`src/rtl/vram_pkg.sv`:
```
// Shared timing constants, FSM state type and address helper for the VRAM arbiter.
package vram_pkg;

  localparam int H_TOTAL        = 800;
  localparam int V_ACTIVE       = 480;
  localparam int V_TOTAL        = 525;
  localparam int CELL_SHIFT     = 3;
  localparam int WORDS_PER_LINE = 10;
  localparam int FETCH_LEAD     = 4;

  typedef enum logic [1:0] {
    ARB_IDLE,
    ARB_DISP,
    ARB_HOST
  } arb_state_t;

  // Cell row * WORDS_PER_LINE as shift-and-add, so no multiplier is built.
  function automatic logic [10:0] times_ten(input logic [6:0] v);
    return {1'b0, v, 3'b000} + {3'b000, v, 1'b0};
  endfunction

endpackage

```
`src/rtl/vram_fetch_sched.sv`:
```
// Combinational display-fetch schedule: which beam positions own the VRAM,
// which word they fetch, and when the prefetched word becomes the shown word.
module vram_fetch_sched
  import vram_pkg::*;
#(
  parameter int ADDR_W = 10
) (
  input  logic [9:0]        row_counter,
  input  logic [9:0]        col_counter,
  output logic              fetch_slot,
  output logic [ADDR_W-1:0] fetch_addr,
  output logic              disp_load
);

  logic [10:0] col_lead;
  logic        slot_mid;
  logic        slot_w0;
  logic [9:0]  y;
  logic [3:0]  w;
  logic [10:0] addr_sum;

  always_comb begin
    col_lead = {1'b0, col_counter} + 11'(FETCH_LEAD);
    // Words 1..9 are fetched FETCH_LEAD columns before their 64-column span.
    slot_mid = (col_lead[5:0] == 6'd0) && (col_lead[10:6] >= 5'd1) &&
               (col_lead[10:6] <= 5'(WORDS_PER_LINE - 1));
    slot_w0  = (col_counter == 10'(H_TOTAL - FETCH_LEAD));

    // Word 0 belongs to the next line, wrapping the last line to row 0.
    y = row_counter;
    if (slot_w0)
      y = (row_counter == 10'(V_TOTAL - 1)) ? 10'd0 : row_counter + 10'd1;
    w = slot_w0 ? 4'd0 : col_lead[9:6];

    fetch_slot = (slot_mid || slot_w0) && (y < 10'(V_ACTIVE));
    addr_sum   = times_ten(7'(y >> CELL_SHIFT)) + {7'd0, w};
    fetch_addr = ADDR_W'(addr_sum);

    disp_load = (col_counter == 10'(H_TOTAL - 1)) ||
                ((col_counter[5:0] == 6'd63) &&
                 (col_counter[9:6] <= 4'(WORDS_PER_LINE - 2)));
  end

endmodule

```
`src/rtl/vram_arbiter.sv`:
```
// Single-port VRAM shared between display refill (fixed slots, always wins) and
// a host req/ack port; serialises 1-bpp cell words to pixels.
// Build option: VRAM_ARB_HOST_READ_EN enables host reads (else every host op writes).
module vram_arbiter
  import vram_pkg::*;
#(
  parameter int ADDR_W = 10,
  parameter int DATA_W = 8
) (
  input  logic              clk,
  input  logic              rst_n,
  input  logic [9:0]        row_counter,
  input  logic [9:0]        col_counter,
  input  logic              screen_inactive,
  input  logic              host_req,
  input  logic              host_we,
  input  logic [ADDR_W-1:0] host_addr,
  input  logic [DATA_W-1:0] host_wdata,
  output logic              host_ack,
  output logic              host_rvalid,
  output logic [DATA_W-1:0] host_rdata,
  output logic              mem_en,
  output logic              mem_we,
  output logic [ADDR_W-1:0] mem_addr,
  output logic [DATA_W-1:0] mem_wdata,
  input  logic [DATA_W-1:0] mem_rdata,
  output logic              pixel
);

  logic              fetch_slot;
  logic              disp_load;
  logic [ADDR_W-1:0] fetch_addr;
  arb_state_t        state_q, state_d;
  logic              ack_q;
  logic              host_wr;
  logic [DATA_W-1:0] prefetch_q;
  logic [DATA_W-1:0] disp_word_q;

  vram_fetch_sched #(.ADDR_W(ADDR_W)) u_sched (
    .row_counter (row_counter),
    .col_counter (col_counter),
    .fetch_slot  (fetch_slot),
    .fetch_addr  (fetch_addr),
    .disp_load   (disp_load)
  );

`ifdef VRAM_ARB_HOST_READ_EN
  assign host_wr = host_we;
`else
  logic host_we_unused;
  assign host_we_unused = host_we;
  assign host_wr        = 1'b1;
`endif

  // Outputs are held at zero while reset is asserted, even though it is synchronous.
  always_comb begin
    state_d   = ARB_IDLE;
    host_ack  = 1'b0;
    mem_en    = 1'b0;
    mem_we    = 1'b0;
    mem_addr  = '0;
    mem_wdata = '0;
    if (rst_n) begin
      if (fetch_slot) begin
        state_d  = ARB_DISP;
        mem_en   = 1'b1;
        mem_addr = fetch_addr;
      end else if (host_req && !ack_q) begin
        state_d   = ARB_HOST;
        host_ack  = 1'b1;
        mem_en    = 1'b1;
        mem_we    = host_wr;
        mem_addr  = host_addr;
        mem_wdata = host_wdata;
      end
    end
  end

  always_ff @(posedge clk) begin
    if (!rst_n) begin
      state_q     <= ARB_IDLE;
      ack_q       <= 1'b0;
      prefetch_q  <= '0;
      disp_word_q <= '0;
    end else begin
      state_q <= state_d;
      ack_q   <= host_ack;
      if (state_q == ARB_DISP) prefetch_q <= mem_rdata;
      if (disp_load)           disp_word_q <= prefetch_q;
    end
  end

`ifdef VRAM_ARB_HOST_READ_EN
  logic rd_q;

  always_ff @(posedge clk) begin
    if (!rst_n) rd_q <= 1'b0;
    else        rd_q <= host_ack && !host_we;
  end

  assign host_rvalid = rst_n && (state_q == ARB_HOST) && rd_q;
  assign host_rdata  = host_rvalid ? mem_rdata : '0;
`else
  assign host_rvalid = 1'b0;
  assign host_rdata  = '0;
`endif

  // ~col[5:3] == 7 - col[5:3]: bit 7 is the leftmost cell of the word.
  assign pixel = rst_n && !screen_inactive && disp_word_q[~col_counter[5:3]];

endmodule

```
`config.mk`:
```
export PLATFORM = sky130hd
export DESIGN_NAME = vram_arbiter
export DESIGN_NICKNAME = d
export VERILOG_FILES = /design/src/rtl/vram_pkg.sv /design/src/rtl/vram_fetch_sched.sv /design/src/rtl/vram_arbiter.sv
export SDC_FILE = /design/constraint.sdc
export NUM_CORES = 1
export LEC_CHECK = 0
export ABC_AREA = 1
export CAP_MARGIN = 20
export CORE_ASPECT_RATIO = 1.2
export CORE_UTILIZATION = 25
export CTS_CLUSTER_SIZE = 12
export DETAILED_ROUTE_END_ITERATION = 10
export PLACE_DENSITY_LB_ADDON = 0.2
export RECOVER_POWER = 25
export SLEW_MARGIN = 20
export SYNTH_ARGS = -nofsm -noshare
export SYNTH_HDL_FRONTEND = slang
export SYNTH_SLANG_ARGS = --single-unit
```
`constraint.sdc`:
```
create_clock -name clk -period 6.7 [get_ports clk]
set_input_delay 1.005 -clock clk [delete_from_list [all_inputs] [get_ports clk]]
set_output_delay 1.005 -clock clk [all_outputs]
set_load 0.02 [all_outputs]
```
* Word-level counts from Yosys, hierarchy flattened
Cells that the tools add are included.
** Storage, ports and cells
- Flip-flop bits (word level) :: 19
- Input port bits :: 51
- Word-level logic and storage cells :: 52
** Cells by class
- Add/subtract/negate cells :: 4
- Order comparisons :: 5
- Eq/ne operators :: 5
- Multiplexer cells :: 18
- Bitwise logic cells :: 2
- Reductions and logical operators :: 13
** Operators with widths (number)
- two-way mux 10 bit :: 5
- equality test 10 bit (second input constant) :: 3
- two-way mux 8 bit :: 3
- adder 10 x 3 -> 11 bit (second input constant) :: 1
- adder 10 x 1 -> 10 bit (second input constant) :: 1
- adder 10 x 4 -> 10 bit :: 1
- adder 10 x 8 -> 10 bit :: 1
- < comparator 10 x 9 -> 1 bit (second input constant) :: 1
- logical AND 1 bit :: 7
- two-way mux 1 bit :: 7
- equality test 6 bit (second input constant) :: 1
- logical NOT 6 bit :: 1
- >= comparator 5 x 1 -> 1 bit (second input constant) :: 1
- less-or-equal comparator 5 x 4 -> 1 bit (second input constant) :: 1
- less-or-equal comparator 4 bit (second input constant) :: 1
- < comparator 3 x 4 -> 1 bit (second input constant) :: 1
- two-way mux 4 bit :: 1
- binary-select mux 1 bit (select 3 bit) :: 1
- inverter 3 bit :: 1
- equality test 2 x 1 -> 1 bit (second input constant) :: 1
- logical NOT 1 bit :: 2
- logical OR 1 bit :: 2
- two-way mux 2 bit :: 1
- OR reduction 2 bit :: 1
- inverter 1 bit :: 1

* Longest topological paths before layout
Gate-level depths: netlist (run 1).
- Word-level depth :: 8
- Depth in mapped cells :: 19

* Cells and area by module
A second synthesis (run 1) with hierarchy kept.
** Unflattened totals
- Cells, all modules :: 320
- Area, all modules :: 1944.4 um2
** Modules (own cells, without submodules)
- vram_arbiter :: times used 1, cells an instance 166, area an instance 1032.2 um2
- vram_fetch_sched :: times used 1, cells an instance 154, area an instance 912.1 um2

* Worst setup path before layout (run 1)
OpenSTA, ideal clock, no wires.
- Kind :: input port to output port
- Start :: input col_counter[7]
- End :: output mem_addr[5]
- Data arrival time :: 3326 ps
- Required time :: 5695 ps
- Path slack :: 2369 ps
- Stages on the path :: 18
- Path through :: inv_1 > nand2_1 > nor2_2 > nand2_1 > nor2_1 > inv_1 > nor2_1 > xor2_1 > inv_1 > ha_1 > ha_1 > nand2_1 > nand2_1 > a31o_2 > xor2_1 > inv_1 > nand4_1 > nand2_1
** On the way
- Longest elaborated chain between the ends :: 8
- Elaborated cells on any way between the ends :: 15
** Ends and longest elaborated chain
- start, declared :: RTL line vram_arbiter.sv:13 : input logic [9:0] col_counter,
- parallel branches: the longest is 6 deep, another holds adder 10 x 8 -> 10 bit
- two-way mux 10 bit * :: RTL line vram_arbiter.sv:64 : if (fetch_slot) begin
- two-way mux 10 bit * :: RTL line vram_arbiter.sv:63 : if (rst_n) begin
- end, declared :: RTL line vram_arbiter.sv:24 : output logic [ADDR_W-1:0] mem_addr,
Every way passes the cells marked *.

* Worst setup path after layout (run 1)
- Start :: input col_counter[8]
- End :: output mem_addr[9]
Same word-level chain as after synthesis.

==> summary.txt, run 1 <==
Antenna Cells -> 0
Clock Skew -> 0.00264 ns
Primary FF master, synth -> dfxtp_1
Setup violations, final -> 0
PostCTS Resize Cnt -> 0
status -> complete, no violations
Setup Buffers After CTS -> 0
post-synthesis sequential area ratio -> 19.0%
number of placed I/O pins -> 82
Pint -> 0.000218 W
max-cap violation count -> 0
# hold bufs at CTS -> 0
die footprint -> 0.00837 mm²
Inst Count DP -> 483
Top delay family on crit path -> buffers and inverters
sw frac -> 32.9%
CTS tree -> built
Final #Nets -> 462
clock buffer depth -> 2
CP Capture Type -> output port
number of synthesized flops with an enable pin -> 0
Non-Filler Instances -> 487
hpwl dp -> 4280 µm
Final Wtd Congestion -> 0.787
drt first-iter violations -> 57
routed len/inst -> 10.5 µm
area leader, netlist -> dfxtp_1
CP peak stage delay -> 0.65 ns
share of power burned in registers -> 35.3%
H-tree levels -> 1
Routed Antenna Nets -> 0
final wirelength -> 5100 µm
initial antenna violation count -> 0
crit-path max FO -> 6
Gate Count Post-Synth -> 329
Tcrit/Tclk final -> 85.2%
leading post-synthesis cells by cell area -> dfxtp_1, nand2_1, nor2_1, inv_1, ha_1
Bufs and invs on worst path -> 5
Syn Area/Cell -> 6.08 µm²
largest net degree at the start of global routing -> 29
Synth Register Bits -> 19
clock-pin slew on the worst setup and hold paths -> 0.07 ns
Die Span Y -> 100 µm
combinational power share -> 40.8%
pwr/cell area -> 117 mW/mm²
initial cell density of the core -> 26.0%
Tmin final -> 5.71 ns
drt drc -> 0
Std-Cell Rows -> 35
Clock power frac -> 23.9%
Chip Width -> 83.7 µm
PortBufs -> 71
CP required -> 5.69 ns
RSZ-0062 raised after global routing -> no
HP Class -> flop to flop
Layout area overhead -> 39.1%
final instance area -> 0.00278 mm²
placed cell area -> 0.00274 mm²
Yosys top cell area share -> 19.0%
share of cells above drive strength 1 -> 7.09%
Slowest cell on crit path -> dlygate4sd3_1
final hold viol count -> 0
net switching power -> 0.000107 W
worst path arrival time -> 4.70 ns
CTS Root Cell -> clkbuf_8
P_leak -> 1.37 nW
Synth Warn # -> 0
CTS Sinks -> 19
slew of the pin with the lowest slew margin -> 0.858 ns
max_slew headroom -> 42.6%
gr usage total -> 12.2%
Worst Setup Start Kind -> input port
CP Cell Sequence -> dlygate4sd3_1 -> nand2_1 -> inv_1 -> nand2_1 -> nor2_1 -> inv_1 -> nor2_1 -> xor2_1 -> inv_1 -> ha_1 -> ha_1 -> nand2_1 -> nand2_1 -> nand2_1 -> nand3_1 -> a21oi_1 -> o21bai_1 -> nand4_1 -> nand2_1 -> clkdlybuf4s50_1
fmax -> 175 MHz
Max VDD drop -> 0.000106 V
DR vias -> 2104
crit path kind -> input port to output port
DR pass1 iterations -> 4
Async SR Flop Fraction -> 0%
first-pass GRT wire length -> 8600 µm
Core Region -> 0.00771 mm²
Slew Viols, Final -> 0
grt ovf -> 0
CTS Buf Count -> 3
Setup TNS -> 0 ns
vias per inst -> 4.32
Yosys cell types -> 33
Netlist Area Pre-Place -> 0.00200 mm²
most used cell, CP -> nand2_1
vias in the first global route -> 2036
Clk Latency, worst-skew pair -> 0.25 ns
power by group through the flow:
stage / logic [W] / registers (W) / clock network [W]
4_1_cts: 0.000134 / 0.000115 / 0.0000797
6_report: 0.000132 / 0.000115 / 0.0000775
3_3_place_gp: 0.000133 / 0.000117 / 0
3_5_place_dp: 0.000133 / 0.000117 / 0
2_1_floorplan: 0.0000825 / 0.000117 / 0
5_1_grt: 0.000149 / 0.000115 / 0.0000843
cell type report:
cell class,instances,area (µm²)
clock inverter,1,5.00
inverter,56,210
tap,92,115
clock buffer,3,41.3
multi-input combinational,245,1320
fill,860,4920
timing repair buffer,71,711
sequential,19,380
synth_stat cells, types with 2 or more instances:
| master | n |
|---|---|
| o21bai_1 | 2 |
| nand2_2 | 3 |
| nor2_4 | 3 |
| o22ai_1 | 2 |
| nand3_1 | 16 |
| inv_1 | 52 |
| nand2_1 | 66 |
| dfxtp_1 | 19 |
| buf_4 | 11 |
| nor2_2 | 9 |
| a21oi_1 | 6 |
| ha_1 | 13 |
| xor2_1 | 6 |
| fa_1 | 2 |
| inv_2 | 4 |
| o21ai_0 | 24 |
| clkbuf_1 | 4 |
| nand4_1 | 14 |
| buf_6 | 2 |
| nor3_1 | 2 |
| nand3_4 | 2 |
| nor2_1 | 56 |
tightest hold or removal path, cell delays in order (launching register included):
cell     delay, ns
dfxtp_1       0.32
nor2_1        0.05
nor2_1        0.08
cell families after synthesis:
| kind of cell | count (synthesis) | share of synthesized area, % |
|---|---|---|
| AOI/OAI and AO/OA | 39 | 10.6 |
| xor gates and xnor gates | 7 | 3.06 |
| adders and majority gates | 15 | 10.1 |
| buffers and inverters | 73 | 16.5 |
| DFF | 19 | 19.0 |
| other | 1 | 0.187 |
| and+or+nand+nor | 175 | 40.5 |
path summary, 6_finish.rpt:
path	start	slack (ns)	endpoint	cells after the start
worst min-delay path	disp_word_q[2]	0.48	disp_word_q[2]	2
worst min register to register	disp_word_q[2]	0.48	disp_word_q[2]	2
worst max-delay path	col_counter[8]	0.99	mem_addr[9]	20
worst max register to register	state_q[0]	5.38	prefetch_q[1]	5
per-stage QoR:
stage | utilization [%] | setup slack, ns | hold slack [ns] | total power [W]
3_5_place_dp | 35.5 | 0.975 | 0.466 | 0.000250
3_3_place_gp | 35.5 | 0.964 | 0.461 | 0.000250
6_report | 36.1 | 0.990 | 0.478 | 0.000324
5_1_grt | 36.1 | 0.514 | 0.503 | 0.000348
4_1_cts | 36.1 | 0.966 | 0.483 | 0.000328
2_1_floorplan | - | 2.37 | 0.450 | 0.000200
cell usage in the layout (no fill, tap or decap), types with 2 or more instances in the layout:
cell type	instances
a21oi_1	6
clkbuf_8	3
clkdlybuf4s50_1	69
conb_1	9
dfxtp_1	19
dlygate4sd3_1	2
fa_1	2
ha_1	13
inv_1	52
inv_2	4
nand2_1	66
nand2_2	3
nand3_1	16
nand3_4	2
nand4_1	14
nor2_1	56
nor2_2	9
nor2_4	3
nor3_1	2
o21ai_0	24
o21bai_1	2
o22ai_1	2
xor2_1	6
registers in the layout, indices dropped and copies added (netlist names):
signal and count:
disp_word_q 8, prefetch_q 8, state_q 2, ack_q 1
metal layers:
| layer | vias up | GRT usage [%] | wire [µm] |
|---|---|---|---|
| met1 | 911 | 14.5 | 2310 |
| met3 | 6 | 1.15 | 156 |
| met5 | - | 0 | 0 |
| li1 | 1152 | - | - |
| met2 | 35 | 23.3 | 2560 |
| met4 | 0 | 3.26 | 67 |
Power figures use the tool's default switching activity.
==> inputs of run 2 (changes only) <==
--- a/config.mk
+++ b/config.mk
@@ -6,6 +6,7 @@
 export NUM_CORES = 1
 export LEC_CHECK = 0
 export ABC_AREA = 1
+export ABC_CLOCK_PERIOD_IN_PS = 6700
 export CAP_MARGIN = 20
 export CORE_ASPECT_RATIO = 1.2
 export CORE_UTILIZATION = 25
==> results of run 2 <==
Final layout, timing and power as in run 1 (identical DEF).
